## src/rtl/sid_dac_frame_tx.sv

```systemverilog
// Serialises two 12-bit SID samples into parallel 16-bit MCP4922-style SPI frames (shared clk/csb/ldac).
// Optional build macro SID_DAC_DUAL_CHANNEL_EN adds a complemented channel-B frame to every sequence.
module sid_dac_frame_tx #(
    parameter int unsigned CLK_DIV = 2,
    parameter bit          GAIN_1X = 1'b1
) (
    input  logic        clk,
    input  logic        rst_n,
    input  logic [11:0] sample_in_1,
    input  logic [11:0] sample_in_2,
    input  logic        sample_ready,
    input  logic        buffered,
    output logic        spi_clk,
    output logic        spi_csb,
    output logic        spi_dat_1,
    output logic        spi_dat_2,
    output logic        spi_leb,
    output logic        busy,
    output logic        frame_done,
    output logic [2:0]  dbg_state_o
);

    // Handshake: sample_ready is a level request sampled only in IDLE; while busy is high
    // requests are dropped (never queued), and frame_done pulses once per accepted request.
    typedef enum logic [2:0] {
        S_IDLE  = 3'd0,
        S_SETUP = 3'd1,
        S_HIGH  = 3'd2,
        S_LOW   = 3'd3,
        S_CSHI  = 3'd4,
        S_LATCH = 3'd5
    } state_t;

    localparam logic [7:0] DIV_LAST = 8'(CLK_DIV - 1);

    state_t      state_q;
    logic [7:0]  div_q;
    logic [3:0]  bit_q;
    logic        last_q;
    logic [15:0] sr1_q;
    logic [15:0] sr2_q;
    logic        phase_end;
    logic [15:0] frame1_d;
    logic [15:0] frame2_d;

    assign phase_end   = (div_q == DIV_LAST);
    assign frame1_d    = {1'b0, buffered, GAIN_1X, 1'b1, sample_in_1};
    assign frame2_d    = {1'b0, buffered, GAIN_1X, 1'b1, sample_in_2};
    assign dbg_state_o = state_q;

`ifdef SID_DAC_DUAL_CHANNEL_EN
    logic [15:0] frame1b_d;
    logic [15:0] frame2b_d;
    logic [15:0] hold1_q;
    logic [15:0] hold2_q;
    logic        second_q;

    // Channel B carries the complement so the two DAC outputs form a differential pair.
    assign frame1b_d = {1'b1, buffered, GAIN_1X, 1'b1, ~sample_in_1};
    assign frame2b_d = {1'b1, buffered, GAIN_1X, 1'b1, ~sample_in_2};
`endif

    always_ff @(posedge clk) begin
        if (!rst_n) begin
            state_q    <= S_IDLE;
            div_q      <= 8'd0;
            bit_q      <= 4'd0;
            last_q     <= 1'b0;
            sr1_q      <= 16'd0;
            sr2_q      <= 16'd0;
            spi_clk    <= 1'b0;
            spi_csb    <= 1'b1;
            spi_leb    <= 1'b1;
            spi_dat_1  <= 1'b0;
            spi_dat_2  <= 1'b0;
            busy       <= 1'b0;
            frame_done <= 1'b0;
`ifdef SID_DAC_DUAL_CHANNEL_EN
            hold1_q    <= 16'd0;
            hold2_q    <= 16'd0;
            second_q   <= 1'b0;
`endif
        end else begin
            frame_done <= 1'b0;
            if (state_q != S_IDLE) begin
                div_q <= phase_end ? 8'd0 : div_q + 8'd1;
            end
            case (state_q)
                S_IDLE: begin
                    if (sample_ready) begin
                        sr1_q     <= frame1_d;
                        sr2_q     <= frame2_d;
                        spi_dat_1 <= frame1_d[15];
                        spi_dat_2 <= frame2_d[15];
                        spi_csb   <= 1'b0;
                        busy      <= 1'b1;
                        bit_q     <= 4'd0;
                        last_q    <= 1'b0;
                        state_q   <= S_SETUP;
`ifdef SID_DAC_DUAL_CHANNEL_EN
                        hold1_q   <= frame1b_d;
                        hold2_q   <= frame2b_d;
                        second_q  <= 1'b0;
`endif
                    end
                end
                S_SETUP: begin
                    if (phase_end) begin
                        spi_clk <= 1'b1;
                        state_q <= S_HIGH;
                    end
                end
                S_HIGH: begin
                    // Falling edge: the DAC has sampled, so advance to the next bit (zeros fill in).
                    if (phase_end) begin
                        spi_clk   <= 1'b0;
                        sr1_q     <= {sr1_q[14:0], 1'b0};
                        sr2_q     <= {sr2_q[14:0], 1'b0};
                        spi_dat_1 <= sr1_q[14];
                        spi_dat_2 <= sr2_q[14];
                        bit_q     <= bit_q + 4'd1;
                        last_q    <= (bit_q == 4'd15);
                        state_q   <= S_LOW;
                    end
                end
                S_LOW: begin
                    if (phase_end) begin
                        if (last_q) begin
                            spi_csb   <= 1'b1;
                            spi_dat_1 <= 1'b0;
                            spi_dat_2 <= 1'b0;
                            state_q   <= S_CSHI;
                        end else begin
                            spi_clk <= 1'b1;
                            state_q <= S_HIGH;
                        end
                    end
                end
                S_CSHI: begin
                    if (phase_end) begin
`ifdef SID_DAC_DUAL_CHANNEL_EN
                        if (!second_q) begin
                            second_q  <= 1'b1;
                            sr1_q     <= hold1_q;
                            sr2_q     <= hold2_q;
                            spi_dat_1 <= hold1_q[15];
                            spi_dat_2 <= hold2_q[15];
                            spi_csb   <= 1'b0;
                            bit_q     <= 4'd0;
                            last_q    <= 1'b0;
                            state_q   <= S_SETUP;
                        end else begin
                            spi_leb <= 1'b0;
                            state_q <= S_LATCH;
                        end
`else
                        spi_leb <= 1'b0;
                        state_q <= S_LATCH;
`endif
                    end
                end
                S_LATCH: begin
                    if (phase_end) begin
                        spi_leb    <= 1'b1;
                        busy       <= 1'b0;
                        frame_done <= 1'b1;
                        state_q    <= S_IDLE;
                    end
                end
                default: begin
                    state_q <= S_IDLE;
                end
            endcase
        end
    end

endmodule

```

## config.mk

```make
export PLATFORM = sky130hd
export DESIGN_NAME = sid_dac_frame_tx
export DESIGN_NICKNAME = d
export VERILOG_FILES = /design/src/rtl/sid_dac_frame_tx.sv
export SDC_FILE = /design/constraint.sdc
export NUM_CORES = 1
export LEC_CHECK = 0
export CORE_ASPECT_RATIO = 0.75
export CORE_MARGIN = 2
export CORE_UTILIZATION = 48
export CTS_CLUSTER_SIZE = 20
export DETAILED_ROUTE_END_ITERATION = 12
export GPL_TIMING_DRIVEN = 0
export PLACE_DENSITY_LB_ADDON = 0.25
export REMOVE_ABC_BUFFERS = 1
export SLEW_MARGIN = 10
export SYNTH_ARGS = -nofsm -noshare
export SYNTH_HDL_FRONTEND = slang
export SYNTH_SLANG_ARGS = --single-unit
```

## constraint.sdc

```tcl
create_clock -name clk -period 1.8 [get_ports clk]
set_input_delay 0.36 -clock clk [delete_from_list [all_inputs] [get_ports clk]]
set_output_delay 0.36 -clock clk [all_outputs]
set_load 0.01 [all_outputs]
```

# After elaboration in Yosys (flattened, before gate mapping)
# Cells that the tools add are included.
# W data, S select, Z words.
# totals
reg_bits,53
inputBits,28
output_inout_bits,10
word_cells,85
# classes
n_addsub,2
eq_ne,15
mux,39
n_reduce_logical,16
# ops
cell,n
$mux W15,4
$pmux W15 S2,2
$mux W3,7
$pmux W3 S6,1
$ne A2 B2 Y1 const B,8
$mux W1,14
$reduce_and A5 Y1,2
$pmux W1 S3,3
$reduce_and A3 Y1,3
$reduce_bool A3 Y1,3
$add A8 B1 Y8 const B,1
$eq A8 B1 Y1 const B,1
$mux W4,2
$mux W8,1
$pmux W1 S2,4
$pmux W4 S2,1
$reduce_bool A2 Y1,4
$eq A3 B2 Y1 const B,2
$eq A3 B3 Y1 const B,2
$reduce_and A6 Y1,1
$add A4 B1 Y4 const B,1
$eq A4 B4 Y1 const B,1
$reduce_and A4 Y1,1
$eq A3 B1 Y1 const B,1
other kinds (2),2

# Depth between registers and ports, before layout
# logic_depth
word_depth,3
depth_mapped,8

# Least setup slack after synthesis
# No wires, ideal clock.
# synth_path
path_type,flip-flop to flip-flop
startpoint,reg div_q[0]
endpoint,reg busy
setup_ns,0.140
arrival_ns,1.770
required_ns,1.660
setup_slack_ns,-0.110
path_stages_with_launch,6
period_less_slack_ns,1.910
path_cell_list,dfxtp_1 -> ha_1 -> or4b_1 -> or4_1 -> nand2_1 -> a21oi_1
# synth_between
elab_chain_cells,3
# synth_lines
item,line,text
start: declaration,37,logic [7:0] div_q;
start signal: assignment,86,div_q <= phase_end ? 8'd0 : div_q + 8'd1;
$eq A8 B1 Y1,46,assign phase_end = (div_q == DIV_LAST);
$ne A2 B2 Y1 (no line),n/a,
$reduce_and A3 Y1 (no line),n/a,
end signal: assignment,76,busy <= 1'b0;
end signal: assignment,96,busy <= 1'b1;
end signal: assignment,165,busy <= 1'b0;
end: declaration,18,"output logic busy,"
# No other way between the ends.
# A chain may end at the register's enable or synchronous reset.

# Final worst setup path
# layout_path
startpoint,reg div_q[1]
endpoint,reg sr2_q[8]
# layout_between
elab_chain_cells,3
# layout_lines
item,line,text
$eq A8 B1 Y1,46,
$ne A2 B2 Y1 (no line),n/a,
$reduce_and A3 Y1 (no line),n/a,
end signal: assignment,92,sr2_q <= frame2_d;
end signal: assignment,118,"sr2_q <= {sr2_q[14:0], 1'b0};"
end: declaration,41,logic [15:0] sr2_q;
# No other way between the ends.

==> impl_summary.txt <==
----------------------------------------------------
[Worst setup path]
  Cell depth of the worst setup path ... 9
  CP max stage cell ... or4b_4
  Cell type group with the largest total delay on the critical path ... buffers and inverters
  Worst Path Buf+Inv ... 5
  Startpoint type of the worst setup path ... flip-flop
  Worst flop-to-flop path startpoint ... div_q[1]
  Reg2Reg Capture Point ... sr2_q[8]
  Most repeated library cell on the critical path ... buf_12
  Arrival time worst endpoint ... 2.16 ns
  Setup crit start ... div_q[1]
  Crit path cell chain ... inv_2 -> ha_4 -> or4b_4 -> o31ai_4 -> buf_8 -> buf_12 -> buf_12 -> buf_16 -> a211oi_1
  Worst R2R Setup Slack ... -0.17 ns
  Slowest cell delay on critical path ... 0.48 ns
  Type of the worst setup path ... flip-flop to flip-flop
  Required arrival time at the worst endpoint ... 1.99 ns
  Cells on worst reg2reg path ... 9
  Critical-path maximum fanout ... 6
  End point of the critical path ... sr2_q[8]
  Endpoint kind of the worst setup timing path ... flip-flop

[STA]
  Slew of the pin with the lowest slew margin ... 0.5966 ns
  Clock tree skew after final layout ... 0.01690 ns
  Relative max-transition margin ... 0.5992
  Setup TNS ... -2.677 ns
  Final Critical Period ... 1.969 ns
  Total setup violations reported at the end of the flow ... 31
  Post-route fraction of the period consumed by the critical path ... 1.094
  Final-report max-slew violation count ... 0
  Final-report hold violation count ... 0
  Highest clock frequency the design can meet ... 508.0 MHz
  Post-route setup slack ... -0.1687 ns
  Setup repair after global routing missed its margin ... true

[Clocking]
  Root buffer cell ... clkbuf_8
  Max H-tree Level ... 2
  Hold bufs inserted after CTS ... 0
  Clock Tree Buf Depth ... 2
  Clock tree from TritonCTS ... yes
  Number of buffers inserted during clock tree synthesis ... 5
  CTS clock-pin slew for the worst setup and hold paths ... 0.10 ns
  Clk sinks ... 53
  Clk_lat worst skew ... 0.31 ns

[Synth]
  Count of distinct cell types in the synthesized netlist ... 42
  Share of the yosys chip area belonging to registers ... 0.4389
  Share of async-settable or async-resettable flops after synthesis ... 0
  Synth Register Bits ... 53
  Leading register cell type out of synthesis ... dfxtp_1
  EDFF count, synth ... 0
  Number of standard cells after synthesis ... 251
  Cell Area, Synth ... 2417 um2
  Avg Synthesized Cell Area ... 9.631 um2
  Synthesis Warnings ... 0

[Route]
  Total met2 wirelength after detailed routing ... 3067 um
  Via Count ... 2157
  Number of routed nets with antenna violations ... 0
  Average detailed-routed wire length per instance ... 17.94 um
  Drt total wl ... 6601 um
  Initial DRT Pass Iterations ... 4
  Number of vias per cell ... 5.861
  Met1 routed wirelength after detailed routing ... 2973 um
  Routed wl met3 ... 384 um
  Highest metal used ... met4
  Final routed DRC violation total ... 0
  Iteration-0 DRC Markers ... 135

[Global route]
  Total global routing overflow ... 0
  First-pass GRT wire length ... 10390 um
  Pin count of the biggest net entering global routing ... 25
  Initial antenna violation count ... 0
  Via count of the first global-routing pass ... 2052
  Total global routing track utilization ... 0.2395

[Finish]
  Count of antenna diodes in the layout ... 0
  Final net count ... 338
  Final core area utilization ... 0.7301
  Final Non-Filler Cells ... 368
  Layout Area Growth over Synthesis ... 47.15%
  Layout cells sized above 1 ... 0.3247

[Placement]
  Post-DP HPWL ... 3063 um
  IO buf count ... 37
  Instance count after placement with tap cells included ... 331
  Final RePlAce weighted congestion ... 0.7924

[Die]
  Total die area ... 5626 um2
  Cell Rows ... 22
  Width of the die ... 85.95 um
  CORE AREA ... 4872 um2
  Top-Level Pins ... 38
  Die height ... 65.46 um
  Initial Utilization ... 0.4961

[Run status]
  Status ... finished with violations
  Violations in the final reports ... setup timing

[Power]
  Leakage power ... 1.469 nW
  Design Power ... 3.372 mW
  Worst supply voltage drop on vdd ... 0.4375 mV
  Cell Pwr Density ... 947.9 nW/um2

[Worst hold path]
  Path type of the worst min-delay path ... flip-flop to flip-flop

[Flow run]
  Max-cap check violation count ... 0

----------------------------------------------------
## worst min-delay path by stage
| stage | slack (ns) | to | start | cells past startpoint |
|---|---|---|---|---|
| after floorplan | 0.43 | spi_csb | rst_n | 1 |
| after global placement | 0.44 | spi_dat_2 | spi_dat_2 | 2 |
| after detailed placement | 0.45 | busy | busy | 2 |
| after CTS | 0.47 | busy | busy | 2 |
| after global routing | 0.49 | busy | busy | 2 |
| final | 0.46 | busy | busy | 2 |
## routing by layer
layer / track usage / vias up
met4: 0.08135 / 0
li1: - / 1027
met2: 0.3847 / 79
met3: 0.05151 / 19
met5: 0 / -
met1: 0.3205 / 1032
## state kept, by name, summed over array words and instances, names as in the netlist
register	flops
bit_q	4
busy	1
dbg_state_o	3
div_q	8
frame_done	1
last_q	1
spi_clk	1
spi_csb	1
spi_dat_1	1
spi_dat_2	1
spi_leb	1
sr1_q	15
sr2_q	15
## repair_timing
action                     CTS  global route
setup buffers               22             1
setup endpoints to repair   53            42
cloned                       7             0
pin swaps                   19            12
gates resized for setup     74            12
## layout by cell type (no fill, tap or decap), types with 2 or more instances in the layout
cell             Yosys  final
a211oi_1            17      7
a211oi_2            10     20
a21oi_1              4      4
buf_12               0      6
buf_16               0      4
buf_4                3     10
buf_6                2      7
buf_8                0      2
clkbuf_8             0      5
clkdlybuf4s50_1      0     36
clkinvlp_4           0      2
dfxtp_1             53     48
dfxtp_4              0      4
ha_1                 3      2
mux2i_1             29     29
nand2_1             17     16
nand3_1              8      7
nand4_1              6      6
nor2_1              35     17
nor2_2               0      8
nor2_4               0     10
nor3_1               5      5
o21ai_0              3      3
o221a_4              0      2
o22ai_1              3      2
or3_1                2      2
or4b_4               0      2
xnor2_1              2      2
xor2_1               7      7
## metrics by stage
stage / hold slack (ns) / setup slack (ns) / area [um2]
after floorplan: 0.4318 / -1.522 / 2316
after global placement: 0.4443 / -2.151 / 2761
after detailed placement: 0.4546 / -1.327 / 2804
after CTS: 0.4668 / -0.1954 / 3512
after global routing: 0.4884 / -0.1996 / 3557
final: 0.4648 / -0.1687 / 3557
## Yosys cell counts (2+ instances only)
master | n | area, um2
o21ai_0 | 3 | 15.01
or4b_1 | 2 | 20.02
a211oi_2 | 10 | 125.1
buf_6 | 2 | 22.52
xor2_1 | 7 | 61.31
nor3_1 | 5 | 25.02
ha_1 | 3 | 37.54
buf_4 | 3 | 22.52
nand4_1 | 6 | 37.54
dfxtp_1 | 53 | 1061
nand2_1 | 17 | 63.81
or3_1 | 2 | 12.51
clkbuf_1 | 11 | 41.29
a211oi_1 | 17 | 127.6
nor2_1 | 35 | 131.4
o221a_2 | 2 | 22.52
buf_2 | 3 | 15.01
a21oi_1 | 4 | 20.02
nand3_1 | 8 | 40.04
o21ai_1 | 2 | 10.01
or4_1 | 2 | 15.01
inv_1 | 3 | 11.26
mux2i_1 | 29 | 290.3
xnor2_1 | 2 | 17.52
o22ai_1 | 3 | 18.77
## cell families after synthesis
kind of cell	count (synthesis)	synth area share
buf+inv	22	0.04658
compound gates	48	0.1708
fa+ha+maj	3	0.01553
flops	53	0.4389
simple gates	87	0.1755
xor+xnor	9	0.03261
mux	29	0.1201
## worst min-delay path, cell delays in order (launching register included)
cell     delay (ns)
dfxtp_1        0.32
nand2_1        0.05
a21oi_1        0.06
## report_power, final
part	leakage [nW]	switching, mW	internal, mW	total (mW)
clock network	0.0554	0.402	0.418	0.820
registers	0.438	0.119	1.30	1.42
logic	0.976	0.512	0.617	1.13
total	1.47	1.03	2.34	3.37
## area by class of cell
class | instances | area (um2)
timing repair inverter | 1 | 7.507
fill | 316 | 1315
clock buffer | 6 | 72.57
sequential | 53 | 1077
tap | 60 | 75.07
multi-input combinational | 177 | 1485
timing repair buffer | 66 | 785.8
clock inverter | 2 | 38.79
inverter | 3 | 15.01
(Power assumes the default switching activity.)
